[src/rtl/gamepad_buttons.sv]
// gamepad_buttons
//   Button input peripheral for the PicoSoC iomem bus. Each active-low button
//   goes through a two-flop synchroniser and a per-button debounce counter.
//   Press and release edges of the debounced state latch into sticky
//   write-1-to-clear registers. Enabled events raise a registered level
//   interrupt.
//
// Ports
//   clk          system clock
//   resetn       asynchronous active-low reset
//   iomem_valid  bus request (already address-decoded by the top level)
//   iomem_ready  single-cycle acknowledge, one wait state
//   iomem_wstrb  byte write strobes, 4'b0000 = read
//   iomem_addr   byte address, only [3:2] decoded
//   iomem_wdata  write data
//   iomem_rdata  registered read data, valid while iomem_ready = 1
//   buttons_n    raw asynchronous buttons, 0 = pressed
//   irq          level interrupt
//
// Register map (addr[3:2])
//   0 STATE    RO   debounced state, 1 = pressed
//   1 PRESSED  W1C  sticky press events
//   2 RELEASED W1C  sticky release events
//   3 IRQ_EN   RW   [15:0] press enables, [31:16] release enables
module gamepad_buttons #(
  parameter int NUM_BUTTONS     = 8,
  parameter int DEBOUNCE_CYCLES = 16000,
  parameter int CNT_WIDTH       = 14
) (
  input  logic                   clk,
  input  logic                   resetn,
  input  logic                   iomem_valid,
  output logic                   iomem_ready,
  input  logic [3:0]             iomem_wstrb,
  input  logic [31:0]            iomem_addr,
  input  logic [31:0]            iomem_wdata,
  output logic [31:0]            iomem_rdata,
  input  logic [NUM_BUTTONS-1:0] buttons_n,
  output logic                   irq
);

  localparam logic [CNT_WIDTH-1:0] CNT_MAX = CNT_WIDTH'(DEBOUNCE_CYCLES - 1);

  typedef enum logic [1:0] {
    REG_STATE    = 2'd0,
    REG_PRESSED  = 2'd1,
    REG_RELEASED = 2'd2,
    REG_IRQ_EN   = 2'd3
  } reg_idx_e;

  // Synchroniser and debounce state
  logic [NUM_BUTTONS-1:0] sync1_q, sync2_q;
  logic [NUM_BUTTONS-1:0] sample;
  logic [NUM_BUTTONS-1:0] state_q, state_d;
  logic [CNT_WIDTH-1:0]   cnt_q [NUM_BUTTONS];
  logic [CNT_WIDTH-1:0]   cnt_d [NUM_BUTTONS];
  logic [NUM_BUTTONS-1:0] rise, fall;

  // Event and enable registers
  logic [NUM_BUTTONS-1:0] pressed_q, pressed_d;
  logic [NUM_BUTTONS-1:0] released_q, released_d;
  logic [NUM_BUTTONS-1:0] press_en_q, press_en_d;
  logic [NUM_BUTTONS-1:0] rel_en_q, rel_en_d;

  // Bus side
  logic        ready_q, ready_d;
  logic [31:0] rdata_q, rdata_d;
  logic        irq_q, irq_d;
  logic        req, wr, rd;
  reg_idx_e    reg_sel;
  logic [15:0] lo_mask, hi_mask;
  logic [NUM_BUTTONS-1:0] lo_wbits, hi_wbits;
  logic [31:0] rd_word;
  logic        unused;

  assign sample = ~sync2_q;

  // Debounce: the counter only runs while the synchronised input disagrees
  // with the accepted state, so any return to agreement restarts the wait.
  // NOTE: every signal assigned in an always_comb gets a default at the top,
  // otherwise a path that skips the assignment infers a latch.
  always_comb begin
    state_d = state_q;
    for (int i = 0; i < NUM_BUTTONS; i++) begin
      cnt_d[i] = '0;
      if (sample[i] != state_q[i]) begin
        if (cnt_q[i] == CNT_MAX) begin
          state_d[i] = sample[i];
        end else begin
          cnt_d[i] = cnt_q[i] + CNT_WIDTH'(1);
        end
      end
    end
  end

  assign rise = state_d & ~state_q;
  assign fall = ~state_d & state_q;

  // A request is taken only while ready is low, which yields one wait state
  // and guarantees ready never stays high for two cycles.
  assign req     = iomem_valid & ~ready_q;
  assign wr      = req & (|iomem_wstrb);
  assign rd      = req & ~(|iomem_wstrb);
  assign reg_sel = reg_idx_e'(iomem_addr[3:2]);

  assign lo_mask  = {{8{iomem_wstrb[1]}}, {8{iomem_wstrb[0]}}};
  assign hi_mask  = {{8{iomem_wstrb[3]}}, {8{iomem_wstrb[2]}}};
  assign lo_wbits = iomem_wdata[NUM_BUTTONS-1:0]  & lo_mask[NUM_BUTTONS-1:0];
  assign hi_wbits = iomem_wdata[16 +: NUM_BUTTONS] & hi_mask[NUM_BUTTONS-1:0];

  always_comb begin
    rd_word = '0;
    case (reg_sel)
      REG_STATE:    rd_word[NUM_BUTTONS-1:0] = state_q;
      REG_PRESSED:  rd_word[NUM_BUTTONS-1:0] = pressed_q;
      REG_RELEASED: rd_word[NUM_BUTTONS-1:0] = released_q;
      REG_IRQ_EN: begin
        rd_word[NUM_BUTTONS-1:0]   = press_en_q;
        rd_word[16 +: NUM_BUTTONS] = rel_en_q;
      end
      default:      rd_word = '0;
    endcase
  end

  always_comb begin
    ready_d    = req;
    rdata_d    = rd ? rd_word : rdata_q;
    pressed_d  = pressed_q;
    released_d = released_q;
    press_en_d = press_en_q;
    rel_en_d   = rel_en_q;

    if (wr && reg_sel == REG_PRESSED)  pressed_d  = pressed_q  & ~lo_wbits;
    if (wr && reg_sel == REG_RELEASED) released_d = released_q & ~lo_wbits;
    if (wr && reg_sel == REG_IRQ_EN) begin
      press_en_d = (press_en_q & ~lo_mask[NUM_BUTTONS-1:0]) | lo_wbits;
      rel_en_d   = (rel_en_q   & ~hi_mask[NUM_BUTTONS-1:0]) | hi_wbits;
    end

    // Events are OR-ed in after the clear so a same-edge set wins.
    pressed_d  = pressed_d  | rise;
    released_d = released_d | fall;

    irq_d = (|(pressed_q & press_en_q)) | (|(released_q & rel_en_q));
  end

  // NOTE: sequential state uses non-blocking assignments so every flop samples
  // pre-edge values regardless of statement order.
  always_ff @(posedge clk or negedge resetn) begin
    if (!resetn) begin
      sync1_q    <= '1;
      sync2_q    <= '1;
      state_q    <= '0;
      pressed_q  <= '0;
      released_q <= '0;
      press_en_q <= '0;
      rel_en_q   <= '0;
      ready_q    <= 1'b0;
      rdata_q    <= '0;
      irq_q      <= 1'b0;
      // NOTE: the counter array is a handful of flops, not a RAM, so it is
      // reset like any other state to keep the debounce timing deterministic.
      for (int i = 0; i < NUM_BUTTONS; i++) cnt_q[i] <= '0;
    end else begin
      sync1_q    <= buttons_n;
      sync2_q    <= sync1_q;
      state_q    <= state_d;
      pressed_q  <= pressed_d;
      released_q <= released_d;
      press_en_q <= press_en_d;
      rel_en_q   <= rel_en_d;
      ready_q    <= ready_d;
      rdata_q    <= rdata_d;
      irq_q      <= irq_d;
      for (int i = 0; i < NUM_BUTTONS; i++) cnt_q[i] <= cnt_d[i];
    end
  end

  assign iomem_ready = ready_q;
  assign iomem_rdata = rdata_q;
  assign irq         = irq_q;

  // Address bits outside [3:2] and write data outside the implemented
  // fields are intentionally ignored.
  assign unused = ^{iomem_addr[31:4], iomem_addr[1:0], iomem_wdata, lo_mask, hi_mask};

endmodule

[config.mk]
export PLATFORM = sky130hd
export DESIGN_NAME = gamepad_buttons
export DESIGN_NICKNAME = d
export VERILOG_FILES = /design/src/rtl/gamepad_buttons.sv
export SDC_FILE = /design/constraint.sdc
export NUM_CORES = 1
export LEC_CHECK = 0
export ABC_AREA = 1
export CORE_ASPECT_RATIO = 1.2
export CORE_MARGIN = 3
export CORE_UTILIZATION = 34
export DETAILED_ROUTE_END_ITERATION = 8
export GPL_TIMING_DRIVEN = 0
export PLACE_DENSITY = 0.55
export SLEW_MARGIN = 5
export SYNTH_ARGS = -nofsm -noshare
export SYNTH_HDL_FRONTEND = slang
export SYNTH_SLANG_ARGS = --single-unit
[constraint.sdc]
create_clock -name clk -period 1.99 [get_ports clk]
set_clock_uncertainty 0.2 [all_clocks]
set_input_delay 0.398 -clock clk [delete_from_list [all_inputs] [get_ports clk]]
set_output_delay 0.398 -clock clk [all_outputs]
set_load 0.005 [all_outputs]
==> flow_metrics.env <==
export IMPL_synth_ff_type="sky130_fd_sc_hd__dfrtp_1"
export IMPL_report_final_hold_viol_count=0
export IMPL_number_of_placed_i_o_pins=113
export IMPL_timing_critical_path_buf_inv=1
export IMPL_timing_rr_end="cnt_q[105]"
export IMPL_layout_cell_share_with_drive_strength_beyond_1_pct=7.59
export IMPL_critical_path_max_stage_delay_ns=0.52
export IMPL_min_delay_path_depth=0
export IMPL_count_of_antenna_diodes_in_the_layout=0
export IMPL_setup_viol=0
export IMPL_synth_compound_gate_area_share_pct=6.05
export IMPL_ff2ff_path_depth=6
export IMPL_row_count=65
export IMPL_min_period_over_period_pct=97.3
export IMPL_timing_critical_path_slowest_stage_cell="sky130_fd_sc_hd__clkdlybuf4s50_1"
export IMPL_post_route_non_filler_standard_cell_count=1627
export IMPL_fin_area_sq_um=11000
export IMPL_cap_violations=0
export IMPL_overall_track_demand_over_capacity_in_global_routing_pct=15.1
export IMPL_cts_clk_slew_worst_paths_ns=0.07
export IMPL_hp_class="flop to flop"
export IMPL_start_util_pct=34.9
export IMPL_rsz0062_at_grt="no"
export IMPL_worstPathRequired_ns=1.39
export IMPL_synth_ff_latch_count=186
export IMPL_num_vias=7624
export IMPL_r2r_start="cnt_q[98]"
export IMPL_worstSkewPairLatency_ns=0.42
export IMPL_grt_pass1_wl_microns=36200
export IMPL_timing_hold_worst_endpoint="sync2_q[7]"
export IMPL_crit_arrival_ns=1.34
export IMPL_timing_critical_path_cells="clkdlybuf4s50_1"
export IMPL_drtAntennaViolNets=0
export IMPL_vdd_drop_max_uv=410
export IMPL_place_detailed_instances=1593
export IMPL_count_of_unique_library_cells_instantiated_by_yosys=33
export IMPL_area_delta_synth_final_pct=17.5
export IMPL_synth_async_reset_ratio_pct=100
export IMPL_cpLargestDelayFamily="buffers and inverters"
export IMPL_fmax_mhz=517
export IMPL_drt_wirelength_per_cell_microns=13.1
export IMPL_worst_hold_startpoint="sync1_q[7]"
export IMPL_floorplan_die_area_sq_um=29500
export IMPL_yosysSeqAreaShare_pct=50.1
export IMPL_die_w_microns=157
export IMPL_final_core_util_pct=41.1
export IMPL_dpl_cell_area_sq_um=10300
export IMPL_synthesized_area_per_cell_sq_um=7.82
export IMPL_layout_nets=1367
export IMPL_p_total_mw=8.41
export IMPL_clock_root_buffer="sky130_fd_sc_hd__clkbuf_16"
export IMPL_die_height_microns=187
export IMPL_first_pass_iters=4
export IMPL_worst_tran_pin_value_ns=0.544
export IMPL_coreArea_sq_um=26700
export IMPL_detail_route_vias_per_cell=4.69
export IMPL_grt_pass1_vias=7341
export IMPL_synth_area_in_xor_xnor_pct=4.13
export IMPL_clock_path_buffers=2
export IMPL_largest_net_degree_at_the_start_of_global_routing=87
export IMPL_remaining_global_route_overflow=0
export IMPL_mostFrequentLayoutCell="sky130_fd_sc_hd__nand2_1"
export IMPL_synthMuxAreaShare_pct=0
export IMPL_synth_adder_area_share_pct=1.07
export IMPL_io_buffers=49
export IMPL_synth_top_family_by_area="simple AND/OR/NAND/NOR gates"
export IMPL_outcome="finished clean"
export IMPL_syn_area_sq_um=9320
export IMPL_setup_tns_ns=0
export IMPL_endpoint_kind="output pin"
export IMPL_worst_path_max_fanout=2
export IMPL_drt_iter0_markers=441
export IMPL_timing_max_transition_violations_final=0
export IMPL_cts_buffers=17
export IMPL_postSynthCellCount=1192
export IMPL_cts_htree_levels=4
export IMPL_clock_tree_from_tritoncts="done"
export IMPL_total_leakage_power_nw=4.67
export IMPL_power_per_cell_area_nw_per_um2=767
export IMPL_antenna_found_initial=0
export IMPL_regToRegSetupSlack_ns=0.14
export IMPL_cp_startpoint="iomem_rdata[2]"
export IMPL_drt_wl_total_microns=21200
export IMPL_timing_slew_headroom_pct=63.6
export IMPL_place_congestion=0.864
export IMPL_count_of_flip_flops_with_a_built_in_enable_after_synthesis=0
export IMPL_drc=0
export IMPL_ys_warn_count=0
export IMPL_period_needed_ns=1.94
export IMPL_tritoncts_num_sinks=186
export IMPL_layout_common_cells="sky130_fd_sc_hd__nand2_1, sky130_fd_sc_hd__nor2_1, sky130_fd_sc_hd__dfrtp_1"
export IMPL_synth_simple_area_share_pct=31.9
export IMPL_worst_setup_path_start_kind="flop"
export IMPL_dpl_hpwl_microns=15700
export IMPL_critical_path_class="flop to output pin"
worst max path at each step:
stage | slack, ns | cells past startpoint | to
after floorplan | 0.40 | 6 | cnt_q[33]
after global placement | -7.80 | 1 | cnt_q[21]
after detailed placement | -0.49 | 6 | pressed_q[0]
after CTS | 0.001 | 1 | iomem_rdata[5]
after global routing | 0.0007 | 1 | iomem_rdata[6]
final | 0.05 | 1 | iomem_rdata[2]
synthesized netlist by cell type, drive strengths merged (4+ instances only):
cell type  number  share of area (%)
a31oi           7               0.47
nor3b           4               0.32
o211ai          4               0.32
nand3          78                4.8
dfrtp         170                 46
inv           126                5.1
nor2          241                 10
nor3           26                1.4
ha              8                1.1
o21ai          63                3.4
buf            21                1.6
xor2           34                3.2
dfstp          16                4.5
a21oi          24                1.3
nand4          34                2.3
nand2         317                 13
xnor2          10               0.94
metal layers:
| metal | GRT usage, % | up-vias | routed length [microns] |
|---|---|---|---|
| met2 | 24.5 | 118 | 10100 |
| met4 | 5.51 | 0 | 499 |
| met5 | 0 | - | 0 |
| li1 | - | 3943 | - |
| met3 | 2.29 | 24 | 712 |
| met1 | 20.4 | 3539 | 9910 |
stage by stage:
stage | setup WS, ns | hold WS [ns]
after detailed placement | -0.490 | 0.0749
after CTS | 0.00106 | 0.150
final | 0.0542 | 0.157
after global placement | -7.80 | 0.147
after floorplan | 0.401 | -0.0976
after global routing | 0.000723 | 0.159
registers in the layout, indices dropped and copies added (netlist names), named ones only:
signal,count
irq,1
released_q,8
iomem_ready,1
sync2_q,8
cnt_q,112
pressed_q,8
state_q,8
sync1_q,8
iomem_rdata,16
report_power, final:
part / internal, mW / switching [mW]
Clock: 1.85 / 1.44
Sequential: 4.06 / 0.220
Combinational: 0.388 / 0.448
Total: 6.30 / 2.11
cell type report:
type | instances | area, sq um
plain buffers | 22 | 149
clock buffers | 21 | 440
clock inverters | 10 | 121
fillers | 2753 | 15700
inverters | 126 | 473
multi-input cells | 873 | 4100
flip-flops and latches | 186 | 4670
well taps | 335 | 419
repair buffers | 54 | 581
logic make-up after synthesis:
kind of cell	count (synthesis)
other	1
flip-flops	186
AND/OR/NAND/NOR	700
buffers and inverters	148
XOR/XNOR	44
AO/OA/AOI/OAI	105
adder cells (fa/ha/maj)	8
timing repair:
action / 4_1_cts / 5_1_grt
gates resized for setup: 1 / 5
buffers inserted: 0 / 2
hold buffers: 1 / 0
endpoints found under the setup margin: 5 / 25
cloned: 0 / 0
endpoints found under the hold margin: 45 / 0
pin swaps: 0 / 0
(Power assumes the default switching activity.)
